### src/rtl/keypad_cmd_tx.sv
// Keypad command transmitter: debounces the 5-bit command vector and sends it as an
// 8N1 byte {3'b101, cmd} on every stable change, plus a periodic heartbeat resend.
module keypad_cmd_tx #(
  parameter int CLKS_PER_BIT   = 5208,
  parameter int STABLE_CYCLES  = 1000,
  parameter int REFRESH_CYCLES = 5000000
) (
  input  logic clk,
  input  logic resetn,
  input  logic up,
  input  logic down,
  input  logic left,
  input  logic right,
  input  logic action,
  output logic tx,
  output logic busy
);

  localparam int BW = (CLKS_PER_BIT > 1)   ? $clog2(CLKS_PER_BIT)   : 1;
  localparam int SW = (STABLE_CYCLES > 1)  ? $clog2(STABLE_CYCLES)  : 1;
  localparam int RW = (REFRESH_CYCLES > 1) ? $clog2(REFRESH_CYCLES) : 1;

  localparam logic [BW-1:0] BAUD_MAX = BW'(CLKS_PER_BIT - 1);
  localparam logic [SW-1:0] STAB_MAX = SW'(STABLE_CYCLES - 1);
  localparam logic [RW-1:0] REF_MAX  = (REFRESH_CYCLES > 0) ? RW'(REFRESH_CYCLES - 1) : '0;
  localparam logic [2:0]    HEADER   = 3'b101;

  typedef enum logic [1:0] {S_IDLE, S_START, S_DATA, S_STOP} state_t;

  state_t        state_q, state_d;
  logic [4:0]    cmd, cand, last_sent;
  logic [SW-1:0] stab_cnt;
  logic [RW-1:0] ref_cnt;
  logic [BW-1:0] baud_cnt;
  logic [2:0]    bit_idx;
  logic [7:0]    shift;
  logic          stable, change_req, refresh_req, baud_done, frame_start;

  assign cmd = {action, right, left, down, up};

  // NOTE: sequential state always uses non-blocking assignments so every register
  // samples the pre-edge values of the others, independent of block ordering.
  always_ff @(posedge clk or negedge resetn) begin
    if (!resetn) begin
      cand     <= '0;
      stab_cnt <= '0;
    end else if (cmd != cand) begin
      cand     <= cmd;
      stab_cnt <= '0;
    end else if (stab_cnt != STAB_MAX) begin
      stab_cnt <= stab_cnt + 1'b1;
    end
  end

  assign stable      = (cmd == cand) && (stab_cnt == STAB_MAX);
  assign change_req  = stable && (cand != last_sent);
  assign refresh_req = (REFRESH_CYCLES != 0) && (ref_cnt == REF_MAX);
  assign baud_done   = (baud_cnt == BAUD_MAX);
  assign frame_start = (state_q == S_IDLE) && (change_req || refresh_req);

  always_ff @(posedge clk or negedge resetn) begin
    if (!resetn) state_q <= S_IDLE;
    else         state_q <= state_d;
  end

  // NOTE: each always_comb assigns a default before the case, so no path leaves an
  // output unassigned and no latch is inferred.
  always_comb begin
    state_d = state_q;
    case (state_q)
      S_IDLE:  if (change_req || refresh_req)     state_d = S_START;
      S_START: if (baud_done)                     state_d = S_DATA;
      S_DATA:  if (baud_done && bit_idx == 3'd7)  state_d = S_STOP;
      S_STOP:  if (baud_done)                     state_d = S_IDLE;
      default:                                    state_d = S_IDLE;
    endcase
  end

  always_comb begin
    tx   = 1'b1;
    busy = 1'b1;
    case (state_q)
      S_IDLE:  busy = 1'b0;
      S_START: tx   = 1'b0;
      S_DATA:  tx   = shift[bit_idx];
      S_STOP:  tx   = 1'b1;
      default: busy = 1'b0;
    endcase
  end

  always_ff @(posedge clk or negedge resetn) begin
    if (!resetn) begin
      baud_cnt  <= '0;
      bit_idx   <= '0;
      shift     <= '0;
      last_sent <= '0;
      ref_cnt   <= '0;
    end else begin
      // A change request wins over the heartbeat; the heartbeat repeats last_sent.
      if (frame_start) begin
        ref_cnt <= '0;
        if (change_req) begin
          shift     <= {HEADER, cand};
          last_sent <= cand;
        end else begin
          shift <= {HEADER, last_sent};
        end
      end else if (ref_cnt != REF_MAX) begin
        ref_cnt <= ref_cnt + 1'b1;
      end

      if (state_d != state_q || state_q == S_IDLE || baud_done) baud_cnt <= '0;
      else                                                      baud_cnt <= baud_cnt + 1'b1;

      // Advances 8 times per frame, so it wraps back to 0 by the stop bit.
      if (state_q == S_DATA && baud_done) bit_idx <= bit_idx + 1'b1;
    end
  end

endmodule

### config.mk
export PLATFORM = sky130hd
export DESIGN_NAME = keypad_cmd_tx
export DESIGN_NICKNAME = d
export VERILOG_FILES = /design/src/rtl/keypad_cmd_tx.sv
export SDC_FILE = /design/constraint.sdc
export NUM_CORES = 1
export LEC_CHECK = 0
export CORE_MARGIN = 3
export CORE_UTILIZATION = 65
export DETAILED_ROUTE_END_ITERATION = 12
export GPL_TIMING_DRIVEN = 1
export HOLD_SLACK_MARGIN = 0.1
export PLACE_DENSITY_LB_ADDON = 0.08
export SLEW_MARGIN = 10
export SYNTH_ARGS = -nofsm -noshare
export SYNTH_HDL_FRONTEND = slang
export SYNTH_SLANG_ARGS = --single-unit
### constraint.sdc
create_clock -name clk -period 5 [get_ports clk]
set_clock_uncertainty 0.15 [all_clocks]
set_input_delay 0.75 -clock clk [delete_from_list [all_inputs] [get_ports clk]]
set_output_delay 0.75 -clock clk [all_outputs]
set_load 0.1 [all_outputs]
==> impl_results.md, run 1 <==
* Status: finished clean
* Via count at 2232
* Pre-antenna DRT Iters at 4
* # hold bufs at CTS at 0
* # clock sinks at 67
* CP top delay family: buffers and inverters
* FP Rows at 25
* IO buf count at 8
* Post-synth top area cell: dfrtp_1
* Flop pwr share at 52.0%
* Pint at 0.0008453 W
* DIE AREA at 0.006107 mm²
* Worst Hold Launch: baud_cnt[0]$_DFF_PN0_
* Hold WC Path Type: reg2reg
* Main synth FF type: dfrtp_1
* Worst path bufs/invs at 1
* Starting density of the core at 69.33%
* Core area at 0.004880 mm²
* Final wirelength at 5628 µm
* Global route total overflow at 0
* First-pass GRT wire length at 10050 µm
* Worst reg2reg path endpoint: ref_cnt[8]$_DFFE_PN0P_
* Hold EP: baud_cnt[0]$_DFF_PN0_
* CTS tree: done
* Hold slack at 0.3264 ns
* Post_cts resized at 0
* Gate Count Post-Synth at 323
* Slowest CP cell: clkdlybuf4s50_1
* Number of antenna diodes at 0
* Horiz. Die Dim at 78.15 µm
* Final nets at 345
* Antenna Nets Post-Route at 0
* Chip height at 78.15 µm
* Post-CTS setup repair buffer count at 0
* Final setup fails at 0
* Clock slew at reported path FFs at 0.07 ns
* Worst vdd ir at 0.1711 mV
* Req. time, crit path at 4.10 ns
* Cells along the critical path: mux4_2 -> nor2_1 -> a21oi_1 -> nor2_1 -> mux2i_1 -> clkdlybuf4s50_1
* Count leader, synth: dfrtp_1
* GPL Wtd Cong at 0.8155
* Post-synthesis register bit count at 67
* # Max-Cap Violations at 0
* Setup Crit Path Kind: reg2out
* Syn Std Cell Area at 0.003383 mm²
* Vias in the first global route at 2233
* Ports at 9
* Cell count of the worst reg-to-reg path at 7
* DR vias/cell at 5.525
* Area of the multi-input gates at 0.001620 mm²
* Post-DP HPWL at 3773 µm
* Initial antenna violation count at 0
* Setup TNS at 0 ns
* Main area contributors after synthesis: dfrtp_1 (50%), nor2_1 (6.7%), xor2_1 (6.2%)
* Fraction of layout cells with a size suffix above 1 at 13.65%
* Layout Area Growth over Synthesis at 9.541%
* DRC Markers at 0
* Syn avg cell area at 10.47 µm²
* Clock Path Buffers at 2
* Sw power at 0.0002077 W
* Worst-Margin Slew at 0.9594 ns
* Filler Cells Inserted at 340
* Final worst-path cycle share at 70.73%
* Max incr delay on CP at 1.14 ns
* Crit path launch type: flip-flop
* CP endpoint kind: output port
* Cell mode on critical path: nor2_1
* Total CTS buffers at 9
* All-Layer GR Usage at 20.84%
* Slew Viols, Final at 0
* Root Buffer: clkbuf_8
* Routed WL per cell at 13.93 µm
* Worst R2R Setup Slack at 2.18 ns
* Slew margin rel. at 35.84%
* Commonest cells in the synthesized netlist: dfrtp_1 (67), nor2_1 (60), xor2_1 (24), xnor2_1 (23), nand2_1 (22)
* Net count after synthesis at 335
* Yosys top cell area share at 49.56%
* Max Fclk at 282.8 MHz
* Distinct cells, synth at 47
* Register area at 0.001677 mm²
* Worst-path maximum fanout at 5
* Period minus WS final at 3.536 ns
* Worst hold path depth at 1
* Combinational share of power at 2.3%
* Yosys Warn Count at 0
* Crit path DAT at 2.64 ns
* EDFF count, synth at 0
* Clock power frac at 45.7%
* Clk_lat worst skew at 0.33 ns
* Htree depth at 3
* Largest net degree at the start of global routing at 68
* Final hold viol count at 0
* DR iter-0 viols at 136
* Worst r2r src: cand[3]$_DFFE_PN0N_
* Layout Utilization at 75.95%
* Post-synth ARST share at 100.0%
* Sw frac at 19.72%
* RSZ-0062 raised after global routing: no
* Seq/Total Area, Yosys at 49.56%
* PD cells at 284.1 mW/mm²
* Leak at 1.564 nW
==> power by group through the flow <==
| stage | combinational, W | clock [W] | sequential [W] |
|---|---|---|---|
| after floorplan | 0.00000942 | 0 | 0.000557 |
| after global placement | 0.0000251 | 0 | 0.000557 |
| after detailed placement | 0.0000256 | 0 | 0.000557 |
| after CTS | 0.0000256 | 0.000489 | 0.000547 |
| after global routing | 0.0000283 | 0.000512 | 0.000547 |
| final | 0.0000245 | 0.000481 | 0.000547 |
==> routing by layer <==
metal	part of all wire (%)	global-route usage [%]	routed length, µm	vias up
met4	1.7	7.867	93	0
met5	0	0	0	-
li1	-	-	-	1114
met3	3.3	3.784	185	10
met2	45	32.96	2559	32
met1	50	28.87	2790	1076
==> per-stage QoR <==
stage,setup slack (ns),total power [W],cell area [µm²],cells
2_1_floorplan,1.616,0.0005664,3383,323
5_1_grt,1.339,0.001087,3706,404
3_3_place_gp,1.487,0.0005826,3497,389
4_1_cts,1.449,0.001062,3706,404
6_report,1.464,0.001053,3706,404
3_5_place_dp,1.379,0.0005831,3497,389
==> sequential cells by signal (all words and copies together) (netlist names) <==
signal	cells
stab_cnt	10
cand	5
state_q	2
baud_cnt	13
last_sent	5
ref_cnt	23
shift	6
bit_idx	3
==> cells in the final DEF, fill, tap and decap left out, drive strengths merged, types with 3 or more instances in the layout <==
cell and instances:
nor3 8, nor4 4, a21oi 6, mux2 15, clkbuf 13, ha 5, nand2 22, dfrtp 67
o21ai 3, clkdlybuf4s50 7, nand4 6, inv 5, xnor2 23, nor2 61, mux2i 4, buf 4
nand3b 3, xor2 24, or3 6, nand3 19, and3 6
==> worst max path at each step <==
stage | slack [ns] | end | cells after the start | from
finish | 1.46 | tx | 6 | bit_idx[0]$_DFFE_PN0P_
global route | 1.34 | tx | 6 | bit_idx[0]$_DFFE_PN0P_
CTS | 1.45 | tx | 6 | bit_idx[0]$_DFFE_PN0P_
detailed placement | 1.38 | ref_cnt[22]$_DFFE_PN0P_ | 8 | right
global placement | 1.49 | ref_cnt[15]$_DFFE_PN0P_ | 8 | right
floorplan | 1.62 | tx | 5 | bit_idx[0]$_DFFE_PN0P_
==> kinds of logic after synthesis <==
family          share of synthesized area (%)
xor+xnor                                12.17
compound gates                          3.662
fa+ha+maj                               1.849
buf+inv                                 2.552
simple gates                            22.93
mux                                     7.286
flops                                   49.56
==> area by class of cell <==
class                           instances  area share [%]
Timing Repair Buffer                   11           2.633
Clock buffer                           13           4.018
Sequential cell                        67           45.24
Multi-Input combinational cell        239           43.72
Clock inverter                          2           1.621
Tap cell                               67           2.262
Inverter                                5          0.5064
Power figures use the tool's default switching activity.
==> run 2: changes to the inputs <==
- CORE_UTILIZATION: 65 -> 55
- clock period: 5 -> 3 ns (I/O delays scaled with it)
==> run 2 against run 1 <==
Effect of this change:
- wire length grew 2.0%
- core utilization shrank 11 points
- highest routed layer unchanged
- sequential cell count is the same
- setup slack lost 0.93 ns
- hold slack lost 0.015 ns
- first-iteration DRC count shrank 53%
- clock power grew 36%
- design area grew 0.14%
- die area grew 17%
- critical endpoint unchanged
==> impl_results.md, run 2 (synthesis gave the netlist of run 1 again) <==
* IO buf count at 8 (unchanged)
* Fraction of layout cells with a size suffix above 1 at 15.54% (was 13.65%)
* Sw power at 0.0003666 W (was 0.0002077 W)
* Setup TNS at 0 ns (unchanged)
* Final setup fails at 0 (unchanged)
* Period minus WS final at 2.463 ns
* Root Buffer: clkbuf_8 (unchanged)
* Worst-Margin Slew at 0.7216 ns (was 0.9594 ns)
* Setup Crit Path Kind: reg2out (unchanged)
* Worst path bufs/invs at 1 (unchanged)
* DIE AREA at 0.007128 mm² (was 0.006107 mm²)
* Pint at 0.001245 W (was 0.0008453 W)
* PD cells at 434.4 mW/mm² (was 284.1 mW/mm²)
* Hold slack at 0.3111 ns (was 0.3264 ns)
* Crit path launch type: flip-flop (unchanged)
* Ports at 9 (unchanged)
* FP Rows at 27 (was 25)
* Top flop regs: ref_cnt: 23 flops, baud_cnt: 13 flops, stab_cnt: 10 flops (unchanged)
* Vias in the first global route at 2336 (was 2233)
* Pwr Total at 0.001612 W (was 0.001053 W)
* DR vias/cell at 5.458 (was 5.525)
* Most common cell after layout, fill and taps aside: dfrtp_1 (unchanged)
* Final worst-path cycle share at 82.09%
* Clock Path Buffers at 2 (unchanged)
* First-pass GRT wire length at 10350 µm (was 10050 µm)
* Clk_lat worst skew at 0.34 ns (was 0.33 ns)
* GPL Wtd Cong at 0.7987 (was 0.8155)
* Top reg by flops: ref_cnt (unchanged)
* Initial antenna violation count at 0 (unchanged)
* Max incr delay on CP at 0.51 ns (was 1.14 ns)
* Worst vdd ir at 0.3342 mV (was 0.1711 mV)
* CP top delay family: multiplexers (was buffers and inverters)
* Slew Viols, Final at 0 (unchanged)
* RSZ-0062 raised after global routing: no (unchanged)
* Hold WC Path Type: reg2reg (unchanged)
* Cell mode on critical path: nor2_1 (unchanged)
* Worst-path maximum fanout at 5 (unchanged)
* Combinational share of power at 2.8% (was 2.3%)
* Max Fclk at 406.0 MHz
* Final hold viol count at 0 (unchanged)
* Crit path DAT at 1.86 ns (was 2.64 ns)
* Number of antenna diodes at 0 (unchanged)
* Post-CTS setup repair buffer count at 0 (unchanged)
* # clock sinks at 67 (unchanged)
* Sw frac at 22.74% (was 19.72%)
* Routed WL per cell at 13.89 µm (was 13.93 µm)
* Pre-antenna DRT Iters at 4 (unchanged)
* Final nets at 348 (was 345)
* Largest register FFs at 23 (unchanged)
* Status: finished clean (unchanged)
* # Max-Cap Violations at 0 (unchanged)
* Final wirelength at 5738 µm (was 5628 µm)
* Leak at 1.569 nW (was 1.564 nW)
* Layout Area Growth over Synthesis at 9.689% (was 9.541%)
* Slew margin rel. at 51.89% (was 35.84%)
* CTS tree: done (unchanged)
* Antenna Nets Post-Route at 0 (unchanged)
* Starting density of the core at 58.91% (was 69.33%)
* Commonest cells after routing, fill and taps aside: dfrtp_1 (67), nor2_1 (60), xor2_1 (24) (unchanged)
* Filler Cells Inserted at 481 (was 340)
* Post-DP HPWL at 3975 µm (was 3773 µm)
* Via count at 2254 (was 2232)
* Htree depth at 3 (unchanged)
* Flop pwr share at 56.6% (was 52.0%)
* Chip height at 84.43 µm (was 78.15 µm)
* Clock slew at reported path FFs at 0.07 ns (about the same)
* Cells along the critical path: mux4_2 -> nor2_1 -> a21oi_1 -> nor2_1 -> mux2i_2 -> buf_4 (was mux4_2 -> nor2_1 -> a21oi_1 -> nor2_1 -> mux2i_1 -> clkdlybuf4s50_1)
* Global route total overflow at 0 (unchanged)
* Inst Count DP at 396 (was 389)
* Total CTS buffers at 9 (unchanged)
* All-Layer GR Usage at 18.07% (was 20.84%)
* Core area at 0.005743 mm² (was 0.004880 mm²)
* Clock power frac at 40.6% (was 45.7%)
* DR iter-0 viols at 64 (was 136)
* Horiz. Die Dim at 84.43 µm (was 78.15 µm)
* CP endpoint kind: output port (unchanged)
* DRC Markers at 0 (unchanged)
* Req. time, crit path at 2.40 ns (was 4.10 ns)
* Largest net degree at the start of global routing at 37 (was 68)
* Cell Count, Final, Fillers Out at 413 (was 404)
* Slowest CP cell: mux4_2 (was clkdlybuf4s50_1)
==> run 2: cell types whose count changed in the layout (fill, tap and decap cells not counted) <==
cell	previous run	this run
buf_4	3	6
bufinv_16	2	0
clkdlybuf4s50_1	7	5
clkinv_2	0	2
buf_12	0	1
clkbuf_1	3	2
clkinv_4	0	1
clkinvlp_4	0	1
dlygate4sd3_1	0	1
mux2i_1	4	3
mux2i_2	0	1
==> run 2: what timing repair did <==
item / 4_1_cts / 5_1_grt
endpoints found under the setup margin: 0 / 0
hold buffers: 1 / 0
gates resized for setup: 0 / 0
endpoints found under the hold margin: 31 / 0
==> run 2: routing by layer <==
metal / GRT usage, % / part of all wire (%) / vias to the layer above
met1: 22.94 / 48 / 1100
met2: 29.63 / 47 / 26
met3: 6.281 / 3.3 / 12
li1: - / - / 1116
met4: 4.892 / 1.8 / 0
met5: 0 / 0 / -
==> run 2: worst paths after layout <==
kind                                              start                  endpoint  slack [ns]  depth (start not counted)
worst max-delay path             bit_idx[0]$_DFFE_PN0P_                        tx        0.54                          6
worst min-delay path              baud_cnt[0]$_DFF_PN0_     baud_cnt[0]$_DFF_PN0_        0.31                          1
worst max register to register  stab_cnt[0]$_DFFE_PN0P_  last_sent[3]$_DFFE_PN0P_        0.58                          6
worst min register to register    baud_cnt[0]$_DFF_PN0_     baud_cnt[0]$_DFF_PN0_        0.31                          1
max in group asynchronous                        resetn     baud_cnt[8]$_DFF_PN0_        1.51                          3
min in group asynchronous                        resetn   ref_cnt[20]$_DFFE_PN0P_        0.55                          2
==> run 2: worst register-to-register path, stage by stage (launching register included) <==
cell and delay, ns:
dfrtp_1 0.38, ha_1 0.17, and2_1 0.21, nand3_1 0.22
nor4_4 0.48, nand3b_1 0.33, mux2_2 0.37
==> run 2: per-stage QoR <==
step	util, %	cell area, µm²	worst slack [ns]
5_1_grt	64.62	3711	0.3995
2_1_floorplan	-	3387	0.4363
3_3_place_gp	61.46	3530	0.4121
4_1_cts	64.62	3711	0.5078
3_5_place_dp	61.46	3530	0.3665
6_report	64.62	3711	0.5372
==> run 2: layout make-up <==
| type | instances | area (µm²) | share of cell area (%) |
|---|---|---|---|
| Multi-Input combinational cell | 239 | 1624 | 43.76 |
| Inverter | 5 | 18.77 | 0.5057 |
| Clock buffer | 12 | 145.1 | 3.911 |
| Timing Repair Buffer | 14 | 130.1 | 3.506 |
| Clock inverter | 4 | 26.28 | 0.7080 |
| Sequential cell | 67 | 1677 | 45.18 |
| Tap cell | 72 | 90.09 | 2.428 |
==> run 2: power groups by stage <==
stage | Clock (W) | Combinational (W) | Sequential (W)
2_1_floorplan | 0 | 0.0000157 | 0.000928
3_3_place_gp | 0 | 0.0000460 | 0.000929
3_5_place_dp | 0 | 0.0000469 | 0.000929
4_1_cts | 0.000677 | 0.0000479 | 0.000911
5_1_grt | 0.000717 | 0.0000522 | 0.000912
6_report | 0.000654 | 0.0000459 | 0.000912
